<file path="src/rtl/if_fetch_ctrl.sv">
// Fetch-stage sequencer: owns the fetch PC, issues one instruction SRAM request
// at a time over req/addr_ok/data_ok, buffers the returned word for ID, and
// applies branch redirects while discarding fetches made stale by them.
module if_fetch_ctrl #(
    parameter logic [31:0] RESET_PC = 32'h1c000000
) (
    input  logic        clk,
    input  logic        reset,

    input  logic        br_taken,
    input  logic [31:0] br_target,
    input  logic        id_allowin,

    output logic        inst_req,
    output logic [31:0] inst_addr,
    input  logic        inst_addr_ok,
    input  logic        inst_data_ok,
    input  logic [31:0] inst_rdata,

    output logic        fs_to_ds_valid,
    output logic [31:0] fs_pc,
    output logic [31:0] fs_inst
);

    localparam int unsigned ADDR_W  = 32;
    localparam int unsigned INST_W  = 32;
    localparam int unsigned PC_STEP = 4;

    typedef enum logic [1:0] {
        S_REQ  = 2'd0,
        S_WAIT = 2'd1,
        S_HOLD = 2'd2
    } state_t;

    state_t              state;
    state_t              state_nxt;

    logic [ADDR_W-1:0]   pc;
    logic [ADDR_W-1:0]   pc_nxt;
    logic [ADDR_W-1:0]   redir_tgt;
    logic [ADDR_W-1:0]   redir_tgt_nxt;
    logic                redirect_pend;
    logic                redirect_pend_nxt;
    logic                cancel;
    logic                cancel_nxt;
    logic                load_buf;

    logic                handshake;
    logic                hold_valid;

    // The buffered instruction is offered only in HOLD and is squashed by a
    // redirect arriving in the same cycle.
    assign hold_valid     = (state == S_HOLD) && !br_taken && !reset;
    assign fs_to_ds_valid = hold_valid;
    assign handshake      = hold_valid && id_allowin;

    // Request is a pure state decode; the address is the PC, which is only
    // allowed to move outside REQ so it stays stable until acceptance.
    assign inst_req  = (state == S_REQ) && !reset;
    assign inst_addr = pc;

    // State register and fetch bookkeeping.
    always_ff @(posedge clk) begin
        if (reset) begin
            state         <= S_REQ;
            pc            <= RESET_PC;
            redir_tgt     <= ADDR_W'(0);
            redirect_pend <= 1'b0;
            cancel        <= 1'b0;
        end else begin
            state         <= state_nxt;
            pc            <= pc_nxt;
            redir_tgt     <= redir_tgt_nxt;
            redirect_pend <= redirect_pend_nxt;
            cancel        <= cancel_nxt;
        end
    end

    // Next-state and redirect handling.
    always_comb begin
        state_nxt         = state;
        pc_nxt            = pc;
        redir_tgt_nxt     = redir_tgt;
        redirect_pend_nxt = redirect_pend;
        cancel_nxt        = cancel;
        load_buf          = 1'b0;

        case (state)
            S_REQ: begin
                // A redirect cannot retract an issued request; remember it
                // and turn the eventual response into a stale one.
                if (br_taken) begin
                    redir_tgt_nxt     = br_target;
                    redirect_pend_nxt = 1'b1;
                end
                if (inst_addr_ok) begin
                    state_nxt         = S_WAIT;
                    cancel_nxt        = redirect_pend || br_taken;
                    redirect_pend_nxt = 1'b0;
                end
            end

            S_WAIT: begin
                if (br_taken) begin
                    redir_tgt_nxt = br_target;
                    cancel_nxt    = 1'b1;
                end
                if (inst_data_ok) begin
                    if (cancel || br_taken) begin
                        // Stale response: drop it and restart at the newest target.
                        pc_nxt     = br_taken ? br_target : redir_tgt;
                        cancel_nxt = 1'b0;
                        state_nxt  = S_REQ;
                    end else begin
                        load_buf  = 1'b1;
                        state_nxt = S_HOLD;
                    end
                end
            end

            S_HOLD: begin
                if (br_taken) begin
                    pc_nxt    = br_target;
                    state_nxt = S_REQ;
                end else if (handshake) begin
                    pc_nxt    = pc + ADDR_W'(PC_STEP);
                    state_nxt = S_REQ;
                end
            end

            default: begin
                state_nxt = S_REQ;
            end
        endcase
    end

    // Instruction buffer toward ID; written only by an accepted response.
    always_ff @(posedge clk) begin
        if (reset) begin
            fs_pc   <= ADDR_W'(0);
            fs_inst <= INST_W'(0);
        end else if (load_buf) begin
            fs_pc   <= pc;
            fs_inst <= inst_rdata;
        end
    end

endmodule

</file>
<file path="config.mk">
export PLATFORM = sky130hd
export DESIGN_NAME = if_fetch_ctrl
export DESIGN_NICKNAME = d
export VERILOG_FILES = /design/src/rtl/if_fetch_ctrl.sv
export SDC_FILE = /design/constraint.sdc
export NUM_CORES = 1
export LEC_CHECK = 0
export BUFFER_PORTS_ARGS = -buffer_cell sky130_fd_sc_hd__clkbuf_2
export CAP_MARGIN = 30
export CORE_ASPECT_RATIO = 0.6
export CORE_UTILIZATION = 56
export CTS_CLUSTER_DIAMETER = 150
export DETAILED_ROUTE_END_ITERATION = 8
export PLACE_DENSITY = 0.89
export REMOVE_ABC_BUFFERS = 1
export SETUP_SLACK_MARGIN = 0.5
export SYNTH_ARGS = -nofsm -noshare
export SYNTH_HDL_FRONTEND = slang
export SYNTH_SLANG_ARGS = --single-unit
</file>
<file path="constraint.sdc">
create_clock -name clk -period 5.95 [get_ports clk]
set_clock_uncertainty 0.2 [all_clocks]
set_input_delay 0.595 -clock clk [delete_from_list [all_inputs] [get_ports clk]]
set_output_delay 0.595 -clock clk [all_outputs]
set_load 0.01 [all_outputs]
</file>
# After elaboration in Yosys (flattened, before gate mapping)
# Index checks and enable logic that the tools add are counted.
[op_classes]
add_sub_neg = 1
n_eq_ne = 6
muxes = 22
n_reduce_logical = 17
[op_table]
columns = ["operator", "count"]
rows = [
  ["two-way mux 32 bit", 5],
  ["one-hot mux 32 bit (2 select lines)", 1],
  ["adder 32 x 3 -> 32 bit (second input constant)", 1],
  ["two-way mux 2 bit", 5],
  ["two-way mux 1 bit", 9],
  ["inequality test 2 bit (second input constant)", 3],
  ["one-hot mux 2 bit (3 select lines)", 1],
  ["nonzero test 2 bit", 3],
  ["logical AND 1 bit", 4],
  ["AND reduction 2 bit", 2],
  ["AND reduction 4 bit", 1],
  ["inequality test 3 bit (second input constant)", 1],
  ["AND reduction 3 bit", 1],
  ["== test 2 x 1 -> 1 bit (second input constant)", 1],
  ["== test 2 bit (second input constant)", 1],
  ["logical NOT 1 bit", 2],
  ["logical NOT 2 bit", 1],
  ["logical OR 1 bit", 2],
  ["one-hot mux 1 bit (2 select lines)", 1],
  ["OR reduction 2 bit", 1],
]
[totals]
reg_bits = 132
input_bits = 70
word_cells = 53

# Depth between registers and ports, before layout
[depth]
word_depth = 7
mapped_depth = 8
depth_no_buf = 6

# Worst setup path before layout
# OpenSTA, ideal clock, no wires.
[synth_timing]
path_type = "reg2reg"
startpoint = "register pc[16] (netlist: inst_addr[16])"
endpoint = "register pc[23] (netlist: inst_addr[23])"
setup_ps = 88
arrival_ps = 2258
required_time_ps = 5662
path_slack_ps = 3404
path_stages_with_launch = 8
period_less_slack_ps = 2546
path_cell_list = "dfxtp_1 clkbuf_2 nand4_4 or4_1 buf_2 or3_1 or3b_1 a311oi_2"
[synth_between]
elab_chain_cells = 4
[synth_rtl]
columns = ["item", "line_no", "text"]
rows = [
  ["start, declared", "38", "logic [ADDR_W-1:0] pc;"],
  ["start signal, assigned", "72", "pc <= pc_nxt;"],
  ["adder 32 x 3 -> 32 bit", "126", "pc_nxt = pc + ADDR_W'(PC_STEP);"],
  ["two-way mux 32 bit", "125", "end else if (handshake) begin"],
  ["two-way mux 32 bit", "122", "if (br_taken) begin"],
  ["one-hot mux 32 bit (2 select lines)", "88", "case (state)"],
]
# Every way passes these cells. The select of a mux whose other input is x is not followed.
# A chain may end at the register's enable or synchronous reset.

# Worst setup path in the final report
[layout_timing]
startpoint = "register pc[20] (netlist: inst_addr[20])"
endpoint = "register pc[25] (netlist: inst_addr[25])"
# Same word-level chain as after synthesis.

==> metrics.csv <==
stage;metric;value;unit
finish;seq_area;0.00264;mm2
setup_path;r2r-start;inst_addr[20];
placement;dp_slack;2820;ps
flow_run;max_cap_viol_count;0;
yosys;ys_types;53;
clocking;numCtsBuffers;17;
min_path;hold_start;inst_rdata[9];
yosys;synth_warnings;0;
floorplanning;placementRows;28;
clocking;cts_tree;yes;
yosys;postSynthCellCount;799;
floorplanning;coreArea;0.0100;mm2
drt;wl_met1;7.90;mm
yosys;synth_edf_count;0;
global_routing;grt_max_degree;77;
finish;fillers;796;
finish;drive_above_1_share;0.229;
run_status;status;finished, final reports clean;
pwr;power_leakage;2.95;nW
global_routing;antenna_found_initial;0;
timing;holdWs;203;ps
drt;vias;6423;
setup_path;critPathArrivalTime;3040;ps
timing;slew_headroom;0.384;
drt;detail-route-antenna-nets;0;
drt;drtIter0Drc;862;
finish;final_common_cell;nand2_1;
clocking;cts_setup_buffers;0;
timing;period_share;0.490;
floorplanning;ioPinCount;168;
placement;hpwl;11.1;mm
min_path;hold_class;in -> reg;
drt;wl_per_cell;16.3;um
floorplanning;initial_core_util;0.585;
drt;wirelength;17.6;mm
setup_path;crit_type;reg -> reg;
yosys;async_reset_ff_frac;0;
drt;first_pass_iters;6;
timing;tightest_slew;916;ps
clocking;cts_resized;0;
timing;final.min_clock_period;2910;ps
setup_path;critical_path.startpoint_type;flip-flop;
finish;antenna_cells;0;
floorplanning;die_y;81.2;um
clocking;cts_htree_levels;4;
drt;viasPerCell;5.95;
placement;routabilityCongestion;0.859;
placement;io_buffers;167;
clocking;clk_latency;410;ps
floorplanning;die_width;134;um
drt;wl_met3;2.06;mm
global_routing;grt_first_pass_wirelength;27.6;mm
finish;design_area;0.00744;mm2
yosys;seq_area_frac_synth;0.451;
yosys;synthFlopType;dfxtp_1;
global_routing;grt_overflow;0;
drt;drcViolationCount;0;
pwr;ir_drop;227;uV
timing;setup-tns-final;0;ps
placement;dpl_cell_area;0.00674;mm2
clocking;path_clk_slew;60;ps
setup_path;end_kind;flip-flop;
drt;highest_layer;met4;
yosys;ys_seq_elements;132;
timing;rsz0062_at_grt;false;
clocking;root_buffer;clkbuf_16;
pwr;p_per_area;310;mW/mm2
timing;finalSetupViolations;0;
timing;worst_slack;3040;ps
finish;most-common-layout-cells;nand2_1 (242), clkbuf_2 (166), dfxtp_1 (132);
finish;multi_input_area;0.00296;mm2
finish;nets;1004;
setup_path;crit_path_start;inst_addr[20];
yosys;synth_area;0.00586;mm2
timing;slew_viol_final;0;
finish;syn_to_final_growth;26.9;%
clocking;cts_buffer_depth;2;
timing;timing.fmax;0.343;GHz
floorplanning;dieArea;0.0109;mm2
drt;met2_length;7.48;mm
setup_path;worstPathMaxFanout;8;
finish;final_util;0.742;
setup_path;crit_required;6080;ps
global_routing;grt_pass1_vias;5472;
clocking;cts.sinks;132;
clocking;cts.hold.buffers_added;0;
timing;final_hold_viol_count;0;
global_routing;grt_use_total;0.323;
yosys;synth.avg_cell_area;7.33;um2
[worst max-delay path, stage by stage, from the launching register on]
cell and delay [ps]:
dfxtp_1 500, nand4_1 380, nor4_1 870, nand3_1 220, or4_1 510, a41oi_1 160
[worst paths after layout]
check | endpoint | slack (ps) | cells after the start
setup reg to reg | inst_addr[25] | 3040 | 5
setup / recovery | inst_addr[25] | 3040 | 5
hold reg to reg | fs_inst[14] | 250 | 2
hold / removal | fs_inst[9] | 200 | 3
[through the flow]
stage | total power [mW] | instances
2_1_floorplan | 1.03 | 734
3_3_place_gp | 1.12 | 1047
3_5_place_dp | 1.13 | 1048
4_1_cts | 2.30 | 1079
5_1_grt | 2.37 | 1080
6_report | 2.31 | 1080
[layer usage]
| metal | vias to the layer above | GRT usage |
|---|---|---|
| li1 | 3052 | - |
| met1 | 2958 | 0.449 |
| met2 | 390 | 0.478 |
| met3 | 23 | 0.100 |
| met4 | 0 | 0.100 |
| met5 | - | 0 |
[kinds of logic after synthesis]
kind of cell	count (synthesis)	share of synthesized area
adders and majority gates	1	0.00214
and+or+nand+nor	370	0.275
muxes	3	0.00513
xor gates and xnor gates	1	0.00150
buffers and inverters	69	0.0448
DFF	132	0.451
AOI/OAI and AO/OA	223	0.220
[synth_stat cells, types with 2 or more instances]
| cell | instances | share of area |
|---|---|---|
| o2bb2ai_1 | 2 | 0.0030 |
| or4_1 | 3 | 0.0038 |
| nor2_1 | 36 | 0.023 |
| a311oi_1 | 2 | 0.0030 |
| a31oi_1 | 5 | 0.0053 |
| clkbuf_1 | 58 | 0.037 |
| and2_1 | 3 | 0.0032 |
| o311ai_0 | 4 | 0.0060 |
| a21oi_1 | 128 | 0.11 |
| nand2_1 | 243 | 0.16 |
| o221ai_1 | 4 | 0.0060 |
| o31ai_1 | 4 | 0.0051 |
| a211oi_1 | 11 | 0.014 |
| nor3_1 | 15 | 0.013 |
| o31a_1 | 2 | 0.0030 |
| and3_1 | 9 | 0.0096 |
| o21ai_0 | 38 | 0.032 |
| inv_1 | 4 | 0.0026 |
| nor4_1 | 15 | 0.016 |
| a41oi_1 | 2 | 0.0030 |
| nand2b_1 | 3 | 0.0032 |
| o211ai_1 | 8 | 0.010 |
| nand3_1 | 17 | 0.015 |
| nand4_1 | 9 | 0.0096 |
| buf_2 | 2 | 0.0017 |
| a2111oi_0 | 2 | 0.0030 |
| or3_1 | 3 | 0.0032 |
| mux2i_1 | 3 | 0.0051 |
| o41ai_1 | 2 | 0.0030 |
| dfxtp_1 | 132 | 0.45 |
| nor2b_1 | 5 | 0.0053 |
| buf_1 | 4 | 0.0026 |
[registers in the layout, indices dropped and copies added, names as in the netlist]
| name | flops |
|---|---|
| fs_inst | 32 |
| fs_pc | 32 |
| inst_addr | 32 |
| redir_tgt | 32 |
| state | 2 |
| cancel | 1 |
| redirect_pend | 1 |
[cell type report]
| type | instances | share of cell area |
|---|---|---|
| timing repair buffer | 180 | 0.131 |
| sequential | 132 | 0.355 |
| clock inverter | 13 | 0.0311 |
| inverter | 4 | 0.00202 |
| tap | 135 | 0.0227 |
| multi-input combinational | 598 | 0.399 |
| clock buffer | 18 | 0.0591 |
[where the power goes]
group          internal [mW]  leakage, nW  switching [mW]
Combinational         0.0662         1.55           0.110
Sequential             0.912         1.07          0.0294
Clock                  0.795        0.322           0.393
Total                   1.77         2.95           0.533
No activity file was read; power rests on OpenSTA's default activity.
